==> config.mk <==
export PLATFORM = sky130hd
export DESIGN_NAME = exc_ctrl
export DESIGN_NICKNAME = d
export VERILOG_FILES = /design/src/rtl/exc_defs.sv /design/src/rtl/exc_prio_enc.sv /design/src/rtl/exc_ctrl.sv
export SDC_FILE = /design/constraint.sdc
export NUM_CORES = 1
export LEC_CHECK = 0
export ABC_AREA = 1
export BUFFER_PORTS_ARGS = -buffer_cell sky130_fd_sc_hd__clkbuf_2
export CAP_MARGIN = 40
export CORE_MARGIN = 4
export CORE_UTILIZATION = 30
export DETAILED_ROUTE_END_ITERATION = 7
export PLACE_DENSITY_LB_ADDON = 0.08
export SYNTH_ARGS = -nofsm -noshare
export SYNTH_HDL_FRONTEND = slang
export SYNTH_HIERARCHICAL = 1
export SYNTH_SLANG_ARGS = --single-unit
==> constraint.sdc <==
create_clock -name clk -period 3 [get_ports clk]
set_clock_uncertainty 0.2 [all_clocks]
set_input_delay 0.6 -clock clk [delete_from_list [all_inputs] [get_ports clk]]
set_output_delay 0.6 -clock clk [all_outputs]
set_load 0.01 [all_outputs]
==> src/rtl/exc_defs.sv <==
// Shared definitions for the exception controller: ExcCodes, CP0 write-enable bit positions, FSM states.
package exc_defs;

   localparam logic [4:0] EXC_INT  = 5'd0;
   localparam logic [4:0] EXC_ADEL = 5'd4;
   localparam logic [4:0] EXC_ADES = 5'd5;
   localparam logic [4:0] EXC_SYS  = 5'd8;
   localparam logic [4:0] EXC_BP   = 5'd9;
   localparam logic [4:0] EXC_RI   = 5'd10;
   localparam logic [4:0] EXC_OV   = 5'd12;

   localparam int WEN_EPC    = 0;
   localparam int WEN_CAUSE  = 1;
   localparam int WEN_STATUS = 2;

   typedef enum logic [1:0] {
      ST_IDLE   = 2'd0,
      ST_COMMIT = 2'd1,
      ST_FLUSH  = 2'd2
   } state_t;

   // Cause register image: BD in bit 31, pending lines in 15:10, ExcCode in 6:2.
   function automatic logic [31:0] mk_cause(input logic bd, input logic [5:0] ip,
                                            input logic [4:0] code);
      return {bd, 15'd0, ip, 3'd0, code, 2'd0};
   endfunction

endpackage

==> src/rtl/exc_prio_enc.sv <==
// Combinational priority encoder: memory-stage flags, interrupt and ERET to {valid, eret, ExcCode}.
module exc_prio_enc
   import exc_defs::*;
(
   input  logic       ex_valid,
   input  logic       exc_adel_if,
   input  logic       exc_ri,
   input  logic       exc_ovf,
   input  logic       exc_sys,
   input  logic       exc_bp,
   input  logic       exc_adel_mem,
   input  logic       exc_ades,
   input  logic       int_req,
   input  logic       ex_eret,
   output logic       evt_vld,
   output logic       evt_eret,
   output logic [4:0] exc_code
);

   always_comb begin
      evt_vld  = 1'b0;
      evt_eret = 1'b0;
      exc_code = EXC_INT;
      if (ex_valid) begin
         evt_vld = 1'b1;
         if      (exc_adel_if)  exc_code = EXC_ADEL;
         else if (exc_ri)       exc_code = EXC_RI;
         else if (exc_ovf)      exc_code = EXC_OV;
         else if (exc_sys)      exc_code = EXC_SYS;
         else if (exc_bp)       exc_code = EXC_BP;
         else if (exc_adel_mem) exc_code = EXC_ADEL;
         else if (exc_ades)     exc_code = EXC_ADES;
         else if (int_req)      exc_code = EXC_INT;
         else if (ex_eret)      evt_eret = 1'b1;
         else                   evt_vld  = 1'b0;
      end
   end

endmodule

==> src/rtl/exc_ctrl.sv <==
// Exception/interrupt arbiter driving CP0 writes, flush and PC redirect; commit one cycle after the event, held while pause=1.
// EXC_IRQ_SYNC_EN selects a two-flop hw_int synchroniser (2-cycle detect) instead of a single register stage.
module exc_ctrl
   import exc_defs::*;
#(
   parameter logic [31:0] EXC_VECTOR   = 32'h8000_0180,
   parameter int unsigned FLUSH_CYCLES = 2
) (
   input  logic        clk,
   input  logic        reset,
   input  logic        pause,
   input  logic        ex_valid,
   input  logic [31:0] ex_pc,
   input  logic        ex_bd,
   input  logic        exc_adel_if,
   input  logic        exc_ri,
   input  logic        exc_ovf,
   input  logic        exc_sys,
   input  logic        exc_bp,
   input  logic        exc_adel_mem,
   input  logic        exc_ades,
   input  logic        ex_eret,
   input  logic [5:0]  hw_int,
   input  logic [31:0] status_i,
   input  logic [31:0] epc_i,
   output logic [2:0]  cp0_wen,
   output logic        cp0_in_sel,
   output logic        status_shift_sel,
   output logic [31:0] cause_o,
   output logic [31:0] epc_o,
   output logic        flush,
   output logic        redirect_valid,
   output logic [31:0] redirect_pc
);

   state_t      state_q, state_d;
   logic [3:0]  cnt_q, cnt_d;
   logic        eret_q, eret_d;
   logic [31:0] cause_q, cause_d;
   logic [31:0] epc_q, epc_d;
   logic [5:0]  hw_int_s_q, hw_int_s_d;

   logic        int_req;
   logic        evt_vld;
   logic        evt_eret;
   logic [4:0]  exc_code;
   logic        unused_status;

   assign unused_status = ^{status_i[31:16], status_i[9:1]};

`ifdef EXC_IRQ_SYNC_EN
   logic [5:0] hw_int_meta_q, hw_int_meta_d;

   assign hw_int_meta_d = hw_int;
   assign hw_int_s_d    = hw_int_meta_q;

   always_ff @(posedge clk) begin
      if (reset) hw_int_meta_q <= '0;
      else       hw_int_meta_q <= hw_int_meta_d;
   end
`else
   assign hw_int_s_d = hw_int;
`endif

   assign int_req = status_i[0] & (|(hw_int_s_q & status_i[15:10]));

   exc_prio_enc u_prio (
      .ex_valid     (ex_valid),
      .exc_adel_if  (exc_adel_if),
      .exc_ri       (exc_ri),
      .exc_ovf      (exc_ovf),
      .exc_sys      (exc_sys),
      .exc_bp       (exc_bp),
      .exc_adel_mem (exc_adel_mem),
      .exc_ades     (exc_ades),
      .int_req      (int_req),
      .ex_eret      (ex_eret),
      .evt_vld      (evt_vld),
      .evt_eret     (evt_eret),
      .exc_code     (exc_code)
   );

   always_ff @(posedge clk) begin
      if (reset) begin
         state_q    <= ST_IDLE;
         cnt_q      <= '0;
         eret_q     <= 1'b0;
         cause_q    <= '0;
         epc_q      <= '0;
         hw_int_s_q <= '0;
      end else begin
         state_q    <= state_d;
         cnt_q      <= cnt_d;
         eret_q     <= eret_d;
         cause_q    <= cause_d;
         epc_q      <= epc_d;
         hw_int_s_q <= hw_int_s_d;
      end
   end

   always_comb begin
      state_d          = state_q;
      cnt_d            = cnt_q;
      eret_d           = eret_q;
      cause_d          = cause_q;
      epc_d            = epc_q;
      cp0_wen          = 3'b000;
      cp0_in_sel       = 1'b0;
      status_shift_sel = 1'b0;
      cause_o          = '0;
      epc_o            = '0;
      flush            = 1'b0;
      redirect_valid   = 1'b0;
      redirect_pc      = '0;

      case (state_q)
         ST_IDLE: begin
            // Latch regardless of pause; only the commit waits for the pipeline.
            if (evt_vld) begin
               eret_d  = evt_eret;
               cause_d = evt_eret ? 32'd0 : mk_cause(ex_bd, hw_int_s_q, exc_code);
               epc_d   = evt_eret ? 32'd0 : (ex_bd ? ex_pc - 32'd4 : ex_pc);
               state_d = ST_COMMIT;
            end
         end

         ST_COMMIT: begin
            flush      = 1'b1;
            cp0_in_sel = 1'b1;
            if (eret_q) begin
               cp0_wen[WEN_STATUS] = 1'b1;
               status_shift_sel    = 1'b1;
               redirect_pc         = epc_i;
            end else begin
               cp0_wen[WEN_EPC]    = 1'b1;
               cp0_wen[WEN_CAUSE]  = 1'b1;
               cp0_wen[WEN_STATUS] = 1'b1;
               cause_o             = cause_q;
               epc_o               = epc_q;
               redirect_pc         = EXC_VECTOR;
            end
            if (!pause) begin
               redirect_valid = 1'b1;
               cnt_d          = 4'(FLUSH_CYCLES - 1);
               state_d        = (FLUSH_CYCLES == 1) ? ST_IDLE : ST_FLUSH;
            end
         end

         ST_FLUSH: begin
            // Commit cycle counts toward FLUSH_CYCLES, so the counter is loaded with one less.
            flush = 1'b1;
            cnt_d = cnt_q - 4'd1;
            if (cnt_q == 4'd1) state_d = ST_IDLE;
         end

         default: state_d = ST_IDLE;
      endcase
   end

endmodule
==> results of run 1 <==
-- routing by layer --
| metal | part of all wire | GRT usage | vias to the layer above |
|---|---|---|---|
| met5 | 0 | 0 | - |
| met4 | 0.015 | 0.0511 | 0 |
| met3 | 0.069 | 0.0352 | 11 |
| met2 | 0.46 | 0.265 | 152 |
| met1 | 0.46 | 0.196 | 1894 |
| li1 | - | - | 2346 |
-- cell type report --
type                            instances  area, sq um
Multi-Input combinational cell        465         2120
Tap cell                              172          215
Sequential cell                        57         1140
Clock buffer                           11          243
Inverter                              138          518
Clock inverter                          5         78.8
Fill cell                            1417         7530
Timing Repair Buffer                  179          926
-- sequential cells by signal, indices dropped and copies added (netlist names) --
register	count
cause_q	12
epc_q	32
cnt_q	4
eret_q	1
hw_int_s_q	6
state_q	2
-- power by group through the flow --
| stage | Clock (mW) | Sequential (mW) | Combinational [mW] |
|---|---|---|---|
| global route | 1.16 | 1.01 | 1.48 |
| detailed placement | 0 | 1.01 | 1.30 |
| floorplan | 0 | 0.988 | 0.892 |
| global placement | 0 | 1.01 | 1.26 |
| finish | 1.10 | 0.994 | 1.29 |
| CTS | 1.13 | 0.995 | 1.31 |
-- cells in the mapped netlist --
master,instances,share of area
ha_1,7,0.022
a21o_1,1,0.0019
o21ai_1,1,0.0013
clkbuf_1,14,0.013
nor3_1,5,0.0063
nor2_2,5,0.0079
nand2_2,3,0.0047
nand3_4,1,0.0044
o21ai_0,16,0.020
a31oi_1,1,0.0016
xor2_1,3,0.0066
inv_2,1,0.00095
nand4_1,9,0.014
buf_4,25,0.047
buf_1,3,0.0028
xnor2_1,2,0.0044
nor3_4,1,0.0041
a221oi_1,1,0.0022
nor4_2,1,0.0032
buf_2,3,0.0038
nor3_2,1,0.0025
conb_1,2,0.0019
inv_1,137,0.13
a21oi_1,53,0.067
nand3b_1,1,0.0019
nor4_1,1,0.0016
a21boi_0,1,0.0019
nand2_1,156,0.15
a41oi_1,1,0.0022
dfxtp_1,57,0.29
nand3_1,35,0.044
nor2_1,134,0.13
nor2_4,4,0.011
-- cell families after synthesis --
logic type,after synthesis
flip-flops,57
XOR/XNOR,5
adder cells (fa/ha/maj),7
buffers and inverters,183
AND/OR/NAND/NOR,357
other,2
AO/OA/AOI/OAI,75
-- final timing paths --
path	start	to	slack, ps	depth (start not counted)
worst min-delay path	cause_q[4]	cause_q[4]	260	2
worst max-delay path	state_q[1]	epc_o[28]	240	8
worst min register to register	cause_q[4]	cause_q[4]	260	2
worst max register to register	hw_int_s_q[2]	epc_q[30]	660	12
-- stage by stage --
step	instances	TNS [ps]	utilization
final	1027	0	0.410
after global routing	1027	0	0.410
after CTS	1027	0	0.410
after detailed placement	1011	0	0.385
after global placement	1010	-16.4	0.383
after floorplan	705	0	-
-- worst max-delay path, cell delays in order, from the launching register on --
cell and delay [ps]:
dfxtp_1 300, inv_1 110, ha_2 290, inv_1 110, nor2_2 150, inv_1 70, buf_4 240, nor2_1 190
clkbuf_2 170
-- repair_timing --
item / 4_1_cts / 5_1_grt
setup buffers: 0 / 0
setup endpoints to repair: 1 / 2
gates resized for setup: 1 / 1
hold buffers: 0 / 0
==> out/qor.txt, run 1 <==
Outcome: completed
PwrDens: 645 nW/um^2
Tmin final: 2760 ps
Fin. max-slew vios: 0
F_max: 362 MHz
GRT Overall Usage: 0.156
Nets@finish: 972
Crit Path Category: reg -> out
Via/cell ratio: 4.29
Highest-count cells in the layout ignoring fill and taps: 172 x clkbuf_2, 156 x nand2_1, 137 x inv_1
Row cnt: 41
CTS tree: built
Total power: 3.38 mW
Antenna cells: 0
Layout area overhead: 32.2%
Syn Area/Cell: 5.78 sq um
Clock Pin Slew Worst Setup and Hold Paths: 50 ps
Clock share of power: 0.325
Die Height: 123 um
Vias: 4403
Htree depth: 3
Post-synthesis register bit count: 57
Die W: 123 um
# clock sinks: 57
Slew HR: 0.605
Drt initial violations: 186
Seq/Total Area, Yosys: 0.288
Area of the core: 12800 sq um
Synth Area in Adders: 0.0221
Critical Path End Type: output pin
Complex-gate fraction of the synthesized area: 0.0982
Largest family of logic cells by synthesized area: simple AND/OR/NAND/NOR gates
Synth cell types: 33
Die area: 15100 sq um
Drt pass-1 iters: 4
Gate power share: 0.381
Dpl cell area: 4910 sq um
Skew-Pair Late Insertion Delay: 320 ps
Port Buffers: 172
CP max FO: 34
Multiplexer area fraction after synthesis: 0
Final setup viols: 0
WL final: 12.2 mm
Worst-Margin Slew: 590 ps
RSZ-0062 raised after global routing: false
Critical Path RT: 2200 ps
Hold_ws: 263 ps
Placement Setup Slack: 240 ps
Antenna-violating nets left: 0
Switch share: 0.378
Final count of hold timing violations: 0
Internal power: 2.11 mW
Simple-gate share of the synthesized area: 0.381
Initial Utilization: 0.310
Dpl hpwl: 9.74 mm
Xor/xnor share of the synthesized area: 0.0110
Final worst setup slack: 236 ps
CP startpoint kind: register
Max cap viols: 0
Drt wl/cell: 11.9 um
Worst min-delay path category: reg -> reg
IO Pins: 218
Vias in the first global route: 4050
First-pass GRT wire length: 18.7 mm
Worst VDD drop: 214 uV
P_leak: 2.74 nW
Gate Count Post-Synth: 686
CTS Buf Count: 9
NetSw: 1.28 mW
Layout cell share with drive strength beyond 1: 0.249
Final period util: 0.921
Routability Congestion: 0.885
Final design instance area without fill: 5240 sq um
Longest Clk Path Bufs: 2
Sequential Power Share: 0.294
Post-synth design cell area: 3960 sq um
Most common cell after layout, fill and taps aside: clkbuf_2
Drt drc: 0
Root Buffer: clkbuf_16
Crit path DAT: 1960 ps
Largest net degree at the start of global routing: 45
Antenna violations before repair: 0
Grt total ovfl: 0
Yosys Warn Count: 6
Power figures use the tool's default switching activity.
==> inputs of run 2 (changes only) <==
--- a/config.mk
+++ b/config.mk
@@ -8,8 +8,8 @@
 export ABC_AREA = 1
 export BUFFER_PORTS_ARGS = -buffer_cell sky130_fd_sc_hd__clkbuf_2
 export CAP_MARGIN = 40
-export CORE_MARGIN = 4
-export CORE_UTILIZATION = 30
+export CORE_MARGIN = 2
+export CORE_UTILIZATION = 35
 export DETAILED_ROUTE_END_ITERATION = 7
 export PLACE_DENSITY_LB_ADDON = 0.08
 export SYNTH_ARGS = -nofsm -noshare
==> out/qor.txt, run 2 (synthesized netlist as in run 1, its figures left out) <==
CP startpoint kind: register
Hold_sp: epc_q[8]
Clock Pin Slew Worst Setup and Hold Paths: 50 ps
Antenna-violating nets left: 0
NetSw: 1.27 mW
CTS Buf Count: 9
Internal power: 2.06 mW
IO Pins: 218
Longest Clk Path Bufs: 2
Crit path from: state_q[1]
Row cnt: 38
Skew-Pair Late Insertion Delay: 320 ps
Final design instance area without fill: 5210 sq um
Tmin final: 2810 ps
Fin. max-slew vios: 0
PwrDens: 639 nW/um^2
Port Buffers: 172
Crit path DAT: 2010 ps
Sequential Power Share: 0.298
Switch share: 0.380
Antenna violations before repair: 0
Largest Register: epc_q
Placement Setup Slack: 217 ps
Final period util: 0.937
Max cap viols: 0
Layout area overhead: 31.3%
Highest-count cells in the layout ignoring fill and taps: 172 x clkbuf_2, 156 x nand2_1, 137 x inv_1
Drt drc: 0
Drt wl/cell: 11.4 um
Final count of hold timing violations: 0
Vias in the first global route: 4011
Outcome: completed
Multi-input gate area in the final layout: 2110 sq um
Max reg flops: 32
First-pass GRT wire length: 19.0 mm
Critical Path End Type: output pin
Routability Congestion: 0.873
CTS tree: built
Grt total ovfl: 0
Drt initial violations: 162
Crit Path Category: reg -> out
Final setup viols: 0
Clock share of power: 0.318
Worst min-delay path category: reg -> reg
Largest registers: epc_q (32), cause_q (12), hw_int_s_q (6)
Antenna cells: 0
Total power: 3.33 mW
Initial Utilization: 0.362
Vias: 4412
Hold_ws: 260 ps
Fill cells: 1223
Die area: 12200 sq um
Via/cell ratio: 4.43
CP max FO: 47
Dpl hpwl: 8.91 mm
P_leak: 2.74 nW
Most common cell after layout, fill and taps aside: clkbuf_2
F_max: 356 MHz
Worst VDD drop: 371 uV
GRT Overall Usage: 0.185
# clock sinks: 57
WL final: 11.3 mm
Layout cell share with drive strength beyond 1: 0.250
Drt pass-1 iters: 4
CTS resizes: 0
RSZ-0062 raised after global routing: false
Seq. cell area: 1140 sq um
Gate power share: 0.383
Slew HR: 0.616
Critical Path RT: 2200 ps
Area of the core: 10900 sq um
Final worst setup slack: 188 ps
RR Startpoint: hw_int_s_q[1]
Nets@finish: 974
CTS Hold Bufs: 0
Largest net degree at the start of global routing: 48
Sum of negative setup slack: 0 ps
Dpl cell area: 4890 sq um
Die Height: 110 um
Die W: 110 um
Worst-Margin Slew: 574 ps
Htree depth: 3
Root Buffer: clkbuf_16
Post-CTS Setup Bufs: 0
run 2: changes by cell type in the layout (fill, tap and decap cells not counted), sizes merged:
| cell | before | now |
|---|---|---|
| buf | 7 | 9 |
| clkinv | 3 | 1 |
| clkinvlp | 0 | 2 |
| bufinv | 2 | 1 |
| clkbuf | 183 | 184 |
run 2: layout make-up:
class / count / share of cell area
multi-input cells: 465 / 0.406
flip-flops and latches: 57 / 0.219
repair buffers: 181 / 0.181
inverters: 138 / 0.0995
clock buffers: 12 / 0.0512
well taps: 140 / 0.0336
clock inverters: 4 / 0.00961
run 2: power by group through the flow:
| stage | combinational, mW | sequential [mW] | clock, mW |
|---|---|---|---|
| 2_1_floorplan | 0.892 | 0.988 | 0 |
| 3_3_place_gp | 1.25 | 1.00 | 0 |
| 3_5_place_dp | 1.29 | 1.01 | 0 |
| 4_1_cts | 1.30 | 0.993 | 1.09 |
| 5_1_grt | 1.46 | 1.01 | 1.12 |
| 6_report | 1.28 | 0.992 | 1.06 |
run 2: critical path: stages (launching register included):
cell and delay [ps]:
dfxtp_1 300, inv_1 110, ha_1 180, inv_1 70
nor2_1 270, inv_1 70, buf_4 280, nor2_1 230
clkbuf_2 170
run 2: stage by stage:
step | util | instances
finish | 0.476 | 997
global route | 0.476 | 997
CTS | 0.476 | 997
detailed placement | 0.447 | 981
global placement | 0.445 | 980
floorplan | - | 705
run 2: final timing paths:
path / endpoint / slack [ps] / cells past startpoint
worst max-delay path: epc_o[30] / 190 / 8
worst min-delay path: epc_q[8] / 260 / 2
worst max register to register: epc_q[6] / 610 / 12
worst min register to register: epc_q[8] / 260 / 2
run 2: per-layer routing:
metal	part of all wire	track usage	vias to the layer above
met5	0	0	-
met4	0.0083	0.0383	0
met3	0.054	0.0456	7
met2	0.49	0.323	135
met1	0.45	0.230	1921
li1	-	-	2349
==> inputs of run 3 (changes only) <==
--- a/config.mk
+++ b/config.mk
@@ -8,6 +8,7 @@
 export ABC_AREA = 1
 export BUFFER_PORTS_ARGS = -buffer_cell sky130_fd_sc_hd__clkbuf_2
 export CAP_MARGIN = 40
+export CORE_ASPECT_RATIO = 0.5
 export CORE_MARGIN = 2
 export CORE_UTILIZATION = 35
 export DETAILED_ROUTE_END_ITERATION = 7
==> out/qor.txt, run 3 (synthesized netlist as in run 1, its figures left out) <==
Antenna-violating nets left: 0
Critical Path RT: 2200 ps
Final count of hold timing violations: 0
CTS Hold Bufs: 0
Critical path's most frequent cell: inv_1
Final setup viols: 0
# clock sinks: 57
Drt pass-1 iters: 4
Worst VDD drop: 290 uV
Layout cell share with drive strength beyond 1: 0.249
Tmin final: 2740 ps
P_leak: 2.73 nW
Vias: 4379
Via/cell ratio: 4.37
Placement Setup Slack: 330 ps
Antenna violations before repair: 0
RSZ-0062 raised after global routing: false
CTS Buf Count: 9
CTS resizes: 0
Dpl cell area: 4900 sq um
Largest registers: epc_q (32), cause_q (12), hw_int_s_q (6)
Drt drc: 0
Area of the core: 11000 sq um
Port Buffers: 172
Nets@finish: 973
Crit path DAT: 1940 ps
Slew HR: 0.637
Utilization after layout: 0.473
Initial Utilization: 0.360
Fin. max-slew vios: 0
CP max FO: 47
Vias in the first global route: 3839
Die W: 155 um
Crit-path cells: inv_1 -> ha_1 -> inv_1 -> nor2_1 -> inv_1 -> buf_4 -> nor2_1 -> clkbuf_2
Cell count along the critical path: 8
First-pass GRT wire length: 18.6 mm
Critical path's slowest cell: buf_4
Die Height: 79.3 um
Routability Congestion: 0.882
Final period util: 0.913
Longest Clk Path Bufs: 2
Grt total ovfl: 0
Worst min-delay path category: in -> reg
Largest net degree at the start of global routing: 48
Drt wl/cell: 11.7 um
Crit path largest cell delay: 430 ps
Row cnt: 27
CP startpoint kind: register
Most common cell after layout, fill and taps aside: clkbuf_2
Outcome: completed
WL final: 11.8 mm
RR Endpoint: epc_q[12]
Dpl hpwl: 9.07 mm
Final design instance area without fill: 5210 sq um
Fill cells: 1268
Bufs and invs on worst path: 5
Die area: 12200 sq um
Layout area overhead: 31.3%
RR Startpoint: hw_int_s_q[2]
Final worst setup slack: 261 ps
Reg2reg setup slack: 760 ps
Fin cells: 1001
CTS tree: built
Sum of negative setup slack: 0 ps
Root Buffer: clkbuf_16
Crit Path Category: reg -> out
Drt initial violations: 202
Max reg flops: 32
Largest Register: epc_q
GRT Overall Usage: 0.194
Clock Pin Slew Worst Setup and Hold Paths: 60 ps
Htree depth: 3
PwrDens: 641 nW/um^2
Total power: 3.34 mW
Critical Path End Type: output pin
Placed instance count: 985
IO Pins: 218
F_max: 365 MHz
Antenna cells: 0
Hold_ws: 255 ps
Max cap viols: 0
Crit-path leading delay family: buffers and inverters
Reg2reg path depth: 12
Worst-Margin Slew: 544 ps
Skew-Pair Late Insertion Delay: 330 ps
Post-CTS Setup Bufs: 0
Worst Setup EP: epc_o[23]
Highest-count cells in the layout ignoring fill and taps: 172 x clkbuf_2, 156 x nand2_1, 137 x inv_1
Crit path from: state_q[1]
run 3: changes by cell type in the layout (fill, tap and decap cells not counted), sizes merged:
cell and delta:
clkbuf -2, buf -1, clkinvlp +1, inv +1
run 3: worst min-delay path by stage:
stage	startpoint	depth (start not counted)	slack, ps	endpoint
floorplan	hw_int_s_q[3]	2	240	cause_q[13]
global placement	cause_q[15]	2	250	cause_q[15]
detailed placement	epc_q[25]	2	260	epc_q[25]
CTS	hw_int[1]	3	240	hw_int_s_q[1]
global route	hw_int[4]	3	250	hw_int_s_q[4]
finish	hw_int[1]	3	250	hw_int_s_q[1]
run 3: layout make-up:
cell class                      count  area [sq um]  share of cell area
Inverter                          138           518              0.0995
Clock buffer                       10           239              0.0459
Timing Repair Buffer              180           946               0.182
Clock inverter                      6          66.3              0.0127
Sequential cell                    57          1140               0.219
Tap cell                          145           181              0.0348
Multi-Input combinational cell    465          2110               0.406
run 3: power by group:
group	switching [mW]	internal (mW)	leakage (nW)	total (mW)
Sequential	0.0776	0.914	0.468	0.991
Clock	0.384	0.666	0.141	1.05
Combinational	0.848	0.446	2.12	1.29
run 3: worst reg2reg max path, delay by kind of cell, from the launching register on:
kind	cells	cell delay, ps
flops	1	310
buf+inv	1	440
simple gates	7	630
compound gates	4	600
run 3: routing by layer:
metal  track usage  share of wire
met5             0              0
met2         0.315           0.44
met4        0.0556         0.0081
met1         0.257           0.49
met3        0.0480          0.057
